## config.mk

```make
export PLATFORM = sky130hd
export DESIGN_NAME = truth_table_sweeper_flat
export DESIGN_NICKNAME = d
export VERILOG_FILES = /design/src/rtl/truth_table_sweeper_if.sv /design/src/rtl/truth_table_sweeper.sv /design/src/flat_wrapper.sv
export SDC_FILE = /design/constraint.sdc
export NUM_CORES = 1
export LEC_CHECK = 0
export CORE_MARGIN = 2
export CORE_UTILIZATION = 44
export CTS_CLUSTER_DIAMETER = 50
export DETAILED_ROUTE_END_ITERATION = 6
export PLACE_DENSITY = 0.83
export REMOVE_ABC_BUFFERS = 1
export SKIP_LAST_GASP = 1
export SYNTH_ARGS = -nofsm -noshare
export SYNTH_HDL_FRONTEND = slang
export SYNTH_SLANG_ARGS = --single-unit
```

## constraint.sdc

```tcl
create_clock -name clk -period 1.6 [get_ports clk]
set_input_delay 0.16 -clock clk [delete_from_list [all_inputs] [get_ports clk]]
set_output_delay 0.16 -clock clk [all_outputs]
set_load 0.01 [all_outputs]
```

## src/rtl/truth_table_sweeper_if.sv

```systemverilog
// Handshake/result bundle between the truth-table sweeper and the gate-under-test harness.
//   start           : request a new sweep (harness -> sweeper)
//   y               : gate output (gate/harness -> sweeper)
//   vec             : gate input vector (sweeper -> gate)
//   busy, done      : sweep progress flags
//   pass            : sweep finished with no mismatches
//   mismatch        : one-cycle pulse after a failing check
//   err_count       : mismatching vectors in current/last sweep
//   first_fail_idx  : vector index of the first mismatch
// The master modport is the sweeper itself; the slave modport is the harness side.
interface truth_table_sweeper_if #(
  parameter int N_IN = 2
);
  logic            start;
  logic            y;
  logic [N_IN-1:0] vec;
  logic            busy;
  logic            done;
  logic            pass;
  logic            mismatch;
  logic [N_IN:0]   err_count;
  logic [N_IN-1:0] first_fail_idx;

  modport master (
    input  start, y,
    output vec, busy, done, pass, mismatch, err_count, first_fail_idx
  );

  modport slave (
    output start, y,
    input  vec, busy, done, pass, mismatch, err_count, first_fail_idx
  );
endinterface

```

## src/rtl/truth_table_sweeper.sv

```systemverilog
// Exhaustive stimulus/check block for a small combinational gate.
// Drives every input vector 0..2**N_IN-1 in ascending order, holds each one for
// SETTLE cycles, then samples the gate output for one CHECK cycle and compares it
// with bit vec of EXPECT. Mismatches are counted and the first failing vector is kept.
// Ports:
//   clk  : rising-edge clock
//   rst  : asynchronous active-high reset
//   bus  : truth_table_sweeper_if.master (start/y in; vec and status/results out)
module truth_table_sweeper #(
  parameter int                     N_IN   = 2,
  parameter int                     SETTLE = 1,
  parameter logic [(2**N_IN)-1:0]   EXPECT = 4'b1000
) (
  input  logic                   clk,
  input  logic                   rst,
  truth_table_sweeper_if.master  bus
);

  localparam int              NVEC     = 2**N_IN;
  localparam int              CNT_W    = (SETTLE > 1) ? $clog2(SETTLE) : 1;
  localparam logic [N_IN-1:0] LAST_VEC = N_IN'(NVEC - 1);
  localparam logic [CNT_W-1:0] CNT_LOAD = CNT_W'(SETTLE - 1);

  typedef enum logic [1:0] {
    S_IDLE   = 2'd0,
    S_SETTLE = 2'd1,
    S_CHECK  = 2'd2,
    S_DONE   = 2'd3
  } state_t;

  state_t          state_q;
  logic [CNT_W-1:0] cnt_q;
  logic [N_IN-1:0] vec_q;
  logic [N_IN:0]   err_q;
  logic [N_IN-1:0] ffi_q;
  logic            busy_q;
  logic            done_q;
  logic            pass_q;
  logic            mm_q;

  // Gate output disagrees with the expected truth-table bit for the current vector.
  logic miss;
  assign miss = (bus.y != EXPECT[vec_q]);

  always_ff @(posedge clk or posedge rst) begin
    if (rst) begin
      state_q <= S_IDLE;
      cnt_q   <= '0;
      vec_q   <= '0;
      err_q   <= '0;
      ffi_q   <= '0;
      busy_q  <= 1'b0;
      done_q  <= 1'b0;
      pass_q  <= 1'b0;
      mm_q    <= 1'b0;
    end else begin
      // mismatch is a single-cycle pulse; only CHECK can raise it.
      mm_q <= 1'b0;
      case (state_q)
        S_IDLE, S_DONE: begin
          if (bus.start) begin
            vec_q   <= '0;
            err_q   <= '0;
            ffi_q   <= '0;
            cnt_q   <= CNT_LOAD;
            done_q  <= 1'b0;
            pass_q  <= 1'b0;
            busy_q  <= 1'b1;
            state_q <= S_SETTLE;
          end
        end
        S_SETTLE: begin
          if (cnt_q == '0) begin
            state_q <= S_CHECK;
          end else begin
            cnt_q <= cnt_q - 1'b1;
          end
        end
        S_CHECK: begin
          if (miss) begin
            mm_q  <= 1'b1;
            err_q <= err_q + 1'b1;
            if (err_q == '0) begin
              ffi_q <= vec_q;
            end
          end
          if (vec_q == LAST_VEC) begin
            // vec keeps the last index; pass must include this final comparison.
            busy_q  <= 1'b0;
            done_q  <= 1'b1;
            pass_q  <= !miss && (err_q == '0);
            state_q <= S_DONE;
          end else begin
            vec_q   <= vec_q + 1'b1;
            cnt_q   <= CNT_LOAD;
            state_q <= S_SETTLE;
          end
        end
        default: begin
          state_q <= S_IDLE;
          busy_q  <= 1'b0;
        end
      endcase
    end
  end

  assign bus.vec            = vec_q;
  assign bus.busy           = busy_q;
  assign bus.done           = done_q;
  assign bus.pass           = pass_q;
  assign bus.mismatch       = mm_q;
  assign bus.err_count      = err_q;
  assign bus.first_fail_idx = ffi_q;

endmodule

```

## src/flat_wrapper.sv

```systemverilog
// flat-port wrapper written by rule: the top's interface ports become plain ports
module truth_table_sweeper_flat 
#(
  parameter int                     N_IN   = 2,
  parameter int                     SETTLE = 1,
  parameter logic [(2**N_IN)-1:0]   EXPECT = 4'b1000
)
  (clk, rst, bus_start, bus_y, bus_vec, bus_busy, bus_done, bus_pass, bus_mismatch, bus_err_count, bus_first_fail_idx);
  truth_table_sweeper_if #(.N_IN(N_IN)) bus_i ();
  input  logic clk;
  input  logic rst;
  input wire logic [$bits(bus_i.start)-1:0] bus_start;
  input wire logic [$bits(bus_i.y)-1:0] bus_y;
  output wire logic [$bits(bus_i.vec)-1:0] bus_vec;
  output wire logic [$bits(bus_i.busy)-1:0] bus_busy;
  output wire logic [$bits(bus_i.done)-1:0] bus_done;
  output wire logic [$bits(bus_i.pass)-1:0] bus_pass;
  output wire logic [$bits(bus_i.mismatch)-1:0] bus_mismatch;
  output wire logic [$bits(bus_i.err_count)-1:0] bus_err_count;
  output wire logic [$bits(bus_i.first_fail_idx)-1:0] bus_first_fail_idx;
  assign bus_i.start = bus_start;
  assign bus_i.y = bus_y;
  assign bus_vec = bus_i.vec;
  assign bus_busy = bus_i.busy;
  assign bus_done = bus_i.done;
  assign bus_pass = bus_i.pass;
  assign bus_mismatch = bus_i.mismatch;
  assign bus_err_count = bus_i.err_count;
  assign bus_first_fail_idx = bus_i.first_fail_idx;
  truth_table_sweeper #(.N_IN(N_IN), .SETTLE(SETTLE), .EXPECT(EXPECT)) u_core (.clk(clk), .rst(rst), .bus(bus_i));
endmodule
```

==> Yosys cells after proc, flatten, opt, wreduce, memory -nomap -nowiden <==
Cells that the tools add are included.
{ "word_totals": {"input_bits": 4, "regBits": 14, "elab_cells": 64, "out_inout_bits": 11} }
{ "op_classes": {"magnitude_cmp": 1, "n_eq_ne": 11, "n_mux": 28, "n_reduce_logical": 12, "addsub": 3} }
{ "op_table": {"columns": ["cell", "n"], "rows": [
  ["2-to-1 mux 2 bit", 7],
  ["2-to-1 mux 1 bit", 10],
  ["AND reduction 3 bit", 3],
  ["case mux 2 bit (2 select lines)", 2],
  ["== test 2 bit, second input constant", 3],
  ["2-to-1 mux 3 bit", 2],
  ["!= test 2 x 1 -> 1 bit, second input constant", 3],
  ["!= test 2 bit, second input constant", 3],
  ["case mux 1 bit (2 select lines)", 3],
  ["case mux 2 bit (3 select lines)", 1],
  ["case mux 3 bit (2 select lines)", 1],
  ["AND reduction 2 bit", 2],
  ["AND reduction 4 bit", 1],
  ["adder 3 x 1 -> 3 bit, second input constant", 1],
  ["logical NOT 3 bit", 1],
  ["< comparator 2 x 3 -> 1 bit, second input constant", 1],
  ["case mux 1 bit (3 select lines)", 1],
  ["adder 2 x 1 -> 2 bit, second input constant", 1],
  ["binary-select mux 1 bit (select 2 bit)", 1],
  ["== test 2 x 1 -> 1 bit, second input constant", 1],
  ["logical NOT 2 bit", 1],
  ["nonzero test 2 bit", 1],
  ["OR reduction 2 bit", 1],
  ["logical AND 1 bit", 1],
  ["other kinds (3)", 3]
]} }

==> Logic depth before layout (Yosys ltp) <==
Gate-level depths: netlist of the first run.
{ "depth": {"ltp_word": 7, "mapped_depth": 7, "mapped_depth_nobuf": 6} }

==> Worst setup path after synthesis of the first run <==
No wires, ideal clock.
{ "synth_path": {"path_type": "reg2reg", "start": "reg u_core.state_q[0]", "end": "reg u_core.ffi_q[1] (netlist: u_core.bus.first_fail_idx[1])", "n_path_buf": 1, "path_slack_ps": 30, "t_required_ps": 1480, "path_stages_with_launch": 8, "arrival_time_ps": 1450, "setup_ps": 120, "synth_period_minus_slack_ps": 1570, "path_cell_list": "dfrtp_1 inv_1 ha_1 buf_6 nand2b_1 a22oi_2 a21boi_0 a41o_1"} }
{ "synth_via": {"elab_chain_cells": 4, "elab_cells_between_ends": 10, "classes_between": "5 x eq/ne; 1 x mux; 4 x reduce/logical"} }
{ "synth_lines": {"columns": ["item", "line", "source"], "rows": [
  ["start: declaration", "truth_table_sweeper.sv:31", "state_t state_q;"],
  ["start signal: assignment", "truth_table_sweeper.sv:47", "state_q <= S_IDLE;"],
  ["start signal: assignment", "truth_table_sweeper.sv:69", "state_q <= S_SETTLE;"],
  ["start signal: assignment", "truth_table_sweeper.sv:74", "state_q <= S_CHECK;"],
  ["== test 2 bit or logical NOT 2 bit (tied branches)", "truth_table_sweeper.sv:59", "case (state_q)"],
  ["OR reduction 2 bit", "truth_table_sweeper.sv:59", null],
  ["!= test 2 bit (no line) or nonzero test 2 bit (tied branches)", null, null],
  ["AND reduction 4 bit (no line)", null, null],
  ["end signal: assignment", "truth_table_sweeper.sv:84", "ffi_q <= vec_q;"],
  ["end: declaration", "truth_table_sweeper.sv:35", "logic [N_IN-1:0] ffi_q;"]
]} }
Several ways; a longest one is shown, not always the timed one.
A chain may end at the register's enable or synchronous reset.

==> Final worst setup path of the first run <==
{ "layout_path": {"start": "reg u_core.state_q[0]", "end": "reg u_core.err_q[0] (netlist: u_core.bus.err_count[0])"} }
{ "layout_via": {"elab_chain_cells": 4, "elab_cells_between_ends": 9, "classes_between": "4 x eq/ne; 1 x mux; 4 x reduce/logical"} }
{ "layout_lines": {"columns": ["item", "line", "source"], "rows": [
  ["== test 2 bit or logical NOT 2 bit (tied branches)", "truth_table_sweeper.sv:59", null],
  ["OR reduction 2 bit", "truth_table_sweeper.sv:59", null],
  ["!= test 2 bit (no line) or nonzero test 2 bit (tied branches)", null, null],
  ["AND reduction 3 bit (no line)", null, null],
  ["end signal: assignment", "truth_table_sweeper.sv:82", "err_q <= err_q + 1'b1;"],
  ["end: declaration", "truth_table_sweeper.sv:34", "logic [N_IN:0] err_q;"]
]} }
Several ways; a longest one is shown, not always the timed one.

==> impl_summary.log, run 1 <==
[metrics] final wirelength: 1870 um
[metrics] Relative slew margins: 65.6%
[metrics] Hold Fails Final Rpt: 0
[metrics] die footprint: 0.00209 sq mm
[metrics] Port Buf Inserts: 14
[metrics] worst setup path category: register to register
[metrics] DRC: 0
[metrics] number of max-cap violations: 0
[metrics] class of the tightest hold or removal check: primary input to asynchronous set/reset pin
[metrics] Pleak: 0.470 nW
[metrics] number of non-filler instances in the completed layout: 125
[metrics] startpoint of the worst-slack reg-to-reg timing path: u_core.state_q[0]$_DFFE_PP0P_
[metrics] Syn Area/Cell: 9.32 sq um
[metrics] total power of the final layout: 1.70 mW
[metrics] TritonCTS clock tree: yes
[metrics] gpl congestion: 0.847
[metrics] sequential element share of the synthesized area: 42.6%
[metrics] Period Utilization, post-route: 96.2%
[metrics] peak clock frequency supported by timing: 0.650 GHz
[metrics] Die Width: 45.7 um
[metrics] final HPWL from detailed placement: 1370 um
[metrics] starting density of the core: 45.8%
[metrics] number of storage elements in the synthesis netlist: 13
[metrics] via count of the first global-routing pass: 716
[metrics] gate count after technology mapping: 82
[metrics] final global-route overflow total: 0
[metrics] number of nets in the layout: 120
[metrics] RR Endpoint: u_core.bus.err_count[0]$_DFFE_PP0P_
[metrics] CP Capture Type: register
[metrics] number of warning messages in the yosys log: 0
[metrics] proportion of layout cells with a drive suffix above 1: 21.3%
[metrics] CTS buffer count: 3
[metrics] startpoint class of the critical path: register
[metrics] Setup Buffers After CTS: 0
[metrics] antenna violations before repair: 0
[metrics] area added between synthesis and finish: 36.7%
[metrics] maximum number of pins on one net before global-route repair: 14
[metrics] Power Density: 1630 mW/mm^2
[metrics] All-Layer GR Usage: 19.9%
[metrics] Final Critical Period: 1.54 ns
[metrics] area of the core: 0.00167 sq mm
[metrics] setup total negative slack: 0 ns
[metrics] number of distinct standard cells referenced by the synthesized netlist: 27
[metrics] dpl cell area: 985 sq um
[metrics] dpl cells: 121
[metrics] I/O pin count: 15
[metrics] slew of the pin with the lowest slew margin: 0.516 ns
[metrics] maximum fanout encountered on the critical timing path: 7
[metrics] post-detailed-route count of antenna-violating nets: 0
[metrics] critical path startpoint: u_core.state_q[0]$_DFFE_PP0P_
[metrics] Final Util: 62.5%
[metrics] routed length per placed instance: 15.0 um
[metrics] maximum level of the CTS H-tree: 1
[metrics] clock latency at the later pin of the worst-skew pair: 0.28 ns
[metrics] CTS sink count: 13
[metrics] VDD IR-drop max: 890 uV
[metrics] number of diodes added for antenna fixing: 0
[metrics] Initial DRT Pass Iterations: 4
[metrics] reg-to-reg slack, setup: 0.06 ns
[metrics] Crit path required time: 1.81 ns
[metrics] clock slew at the register clock pins of the worst setup and hold paths: 0.09 ns
[metrics] CP arrival: 1.75 ns
[metrics] Die Y-Extent: 45.7 um
[metrics] RSZ-0062 raised after global routing: yes
[metrics] number of buffers on the longest clock path: 2
[metrics] number of buffers inserted by hold repair at cts: 0
[metrics] post-synthesis cell area: 764 sq um
[metrics] wire length of the first global-routing pass: 2930 um
[metrics] Root Buffer: clkbuf_4
[metrics] largest clock skew in the final design: 0.00142 ns
[metrics] logic depth of the worst register-to-register path: 6
[metrics] Final Max Slew Viols: 0
[metrics] post-route standard cell area excluding fillers: 0.00104 sq mm
[metrics] Setup violations, final: 0
[metrics] total via count after detailed routing: 724
[metrics] Vias/cell: 5.79
[metrics] run status: finished, final reports clean
[metrics] initial drt markers: 16
[metrics] total number of placement rows: 15
[per-layer routing]
layer  up-vias  track usage [%]  share of wire (%)
met3         6             1.59                2.2
met4         0             13.5                3.2
li1        338                -                  -
met1       363             21.1                 40
met2        17             36.3                 54
met5         -                0                  0
[critical path, stage by stage, from the launching register on]
cell and delay [ns]:
dfrtp_1 0.40, inv_2 0.09, ha_4 0.23, mux2i_1 0.14
a21o_1 0.20, or2_0 0.24, o21ai_1 0.17
[through the flow]
step,setup WS [ns],hold WS [ns]
after floorplan,0.0234,0.0370
after global placement,0.0376,0.501
after detailed placement,-0.0260,0.496
after CTS,0.00626,0.217
after global routing,-0.00573,0.235
final,0.0604,0.198
[worst max path at each step]
stage	end	slack, ns	cells after the start
2_1_floorplan	u_core.bus.first_fail_idx[1]$_DFFE_PP0P_	0.02	6
3_3_place_gp	u_core.bus.first_fail_idx[1]$_DFFE_PP0P_	0.04	6
3_5_place_dp	u_core.bus.first_fail_idx[1]$_DFFE_PP0P_	-0.03	6
4_1_cts	u_core.bus.err_count[0]$_DFFE_PP0P_	0.006	5
5_1_grt	u_core.bus.err_count[0]$_DFFE_PP0P_	-0.006	6
6_report	u_core.bus.err_count[0]$_DFFE_PP0P_	0.06	6
[layout by cell type, fill, tap and decap left out, types with 2 or more instances in the layout]
cell type and instances:
buf_4 10, nand2_1 9, dfrtp_2 2, dfrtp_1 11
clkdlybuf4s50_1 14, clkbuf_4 3, mux2i_1 2, nand2b_1 4
o21ai_0 4, inv_1 7, xnor2_1 2, ha_1 4
nand3_1 3, ha_2 2, nor2_1 4, a21oi_1 6
o22ai_1 4, o21ai_1 2
[timing repair]
| item | in CTS | in global routing |
|---|---|---|
| gates cloned | 0 | 0 |
| pin swaps | 1 | 1 |
| endpoints found under the setup margin | 3 | 4 |
| gates resized for setup | 2 | 7 |
| hold endpoints to repair | 0 | 0 |
[cells by family after synthesis]
kind of cell	after synthesis	share of synthesized area [%]
compound gates	23	19.0
flops	13	42.6
buf+inv	10	6.06
mux	2	2.62
xor+xnor	3	3.44
fa+ha+maj	7	11.5
simple gates	24	14.9
[cell type report]
cell class | count | area, sq um
timing repair buffer | 24 | 215
clock buffer | 3 | 22.5
tap | 17 | 21.3
sequential | 13 | 328
inverter | 8 | 30.0
clock inverter | 1 | 5.00
multi-input combinational | 59 | 423
fill | 124 | 626
[cell usage after synthesis]
cell type  count  area, sq um
a21boi_0       1         7.51
a21o_1         1         7.51
a21oi_1        6         30.0
a22oi_2        1         12.5
a31oi_1        1         6.26
a41o_1         1         10.0
buf_2          1         5.00
buf_6          1         11.3
dfrtp_1       13          325
ha_1           7         87.6
inv_1          8         30.0
mux2i_1        2         20.0
nand2_1        9         33.8
nand2b_1       4         25.0
nand3_1        3         15.0
nand4_1        1         6.26
nor2_1         4         15.0
nor3_1         1         5.00
o21a_1         1         7.51
o21ai_0        4         20.0
o21ai_1        2         10.0
o22ai_1        4         25.0
o32ai_1        1         8.76
or2_0          1         6.26
or2b_1         1         7.51
xnor2_1        2         17.5
xor2_1         1         8.76
[state kept, by name (all words and copies together), names as in the netlist]
name / count
u_core.bus.err_count: 3
u_core.bus.first_fail_idx: 2
u_core.bus.vec: 2
u_core.state_q: 2
u_core.bus.busy: 1
u_core.bus.done: 1
u_core.bus.mismatch: 1
u_core.bus.pass: 1
[power breakdown]
group	total (mW)	internal [mW]	switching (mW)
sequential	0.505	0.419	0.0865
combinational	0.978	0.491	0.486
clock	0.216	0.0928	0.123
Power figures use the tool's default switching activity.
==> run 2, diff against run 1 <==
--- a/config.mk
+++ b/config.mk
@@ -8,6 +8,7 @@
 export CORE_MARGIN = 2
 export CORE_UTILIZATION = 44
 export CTS_CLUSTER_DIAMETER = 50
+export CTS_CLUSTER_SIZE = 30
 export DETAILED_ROUTE_END_ITERATION = 6
 export PLACE_DENSITY = 0.83
 export REMOVE_ABC_BUFFERS = 1
==> results of run 2 <==
Same layout as run 1: the final DEF is identical, and so are final timing and power.
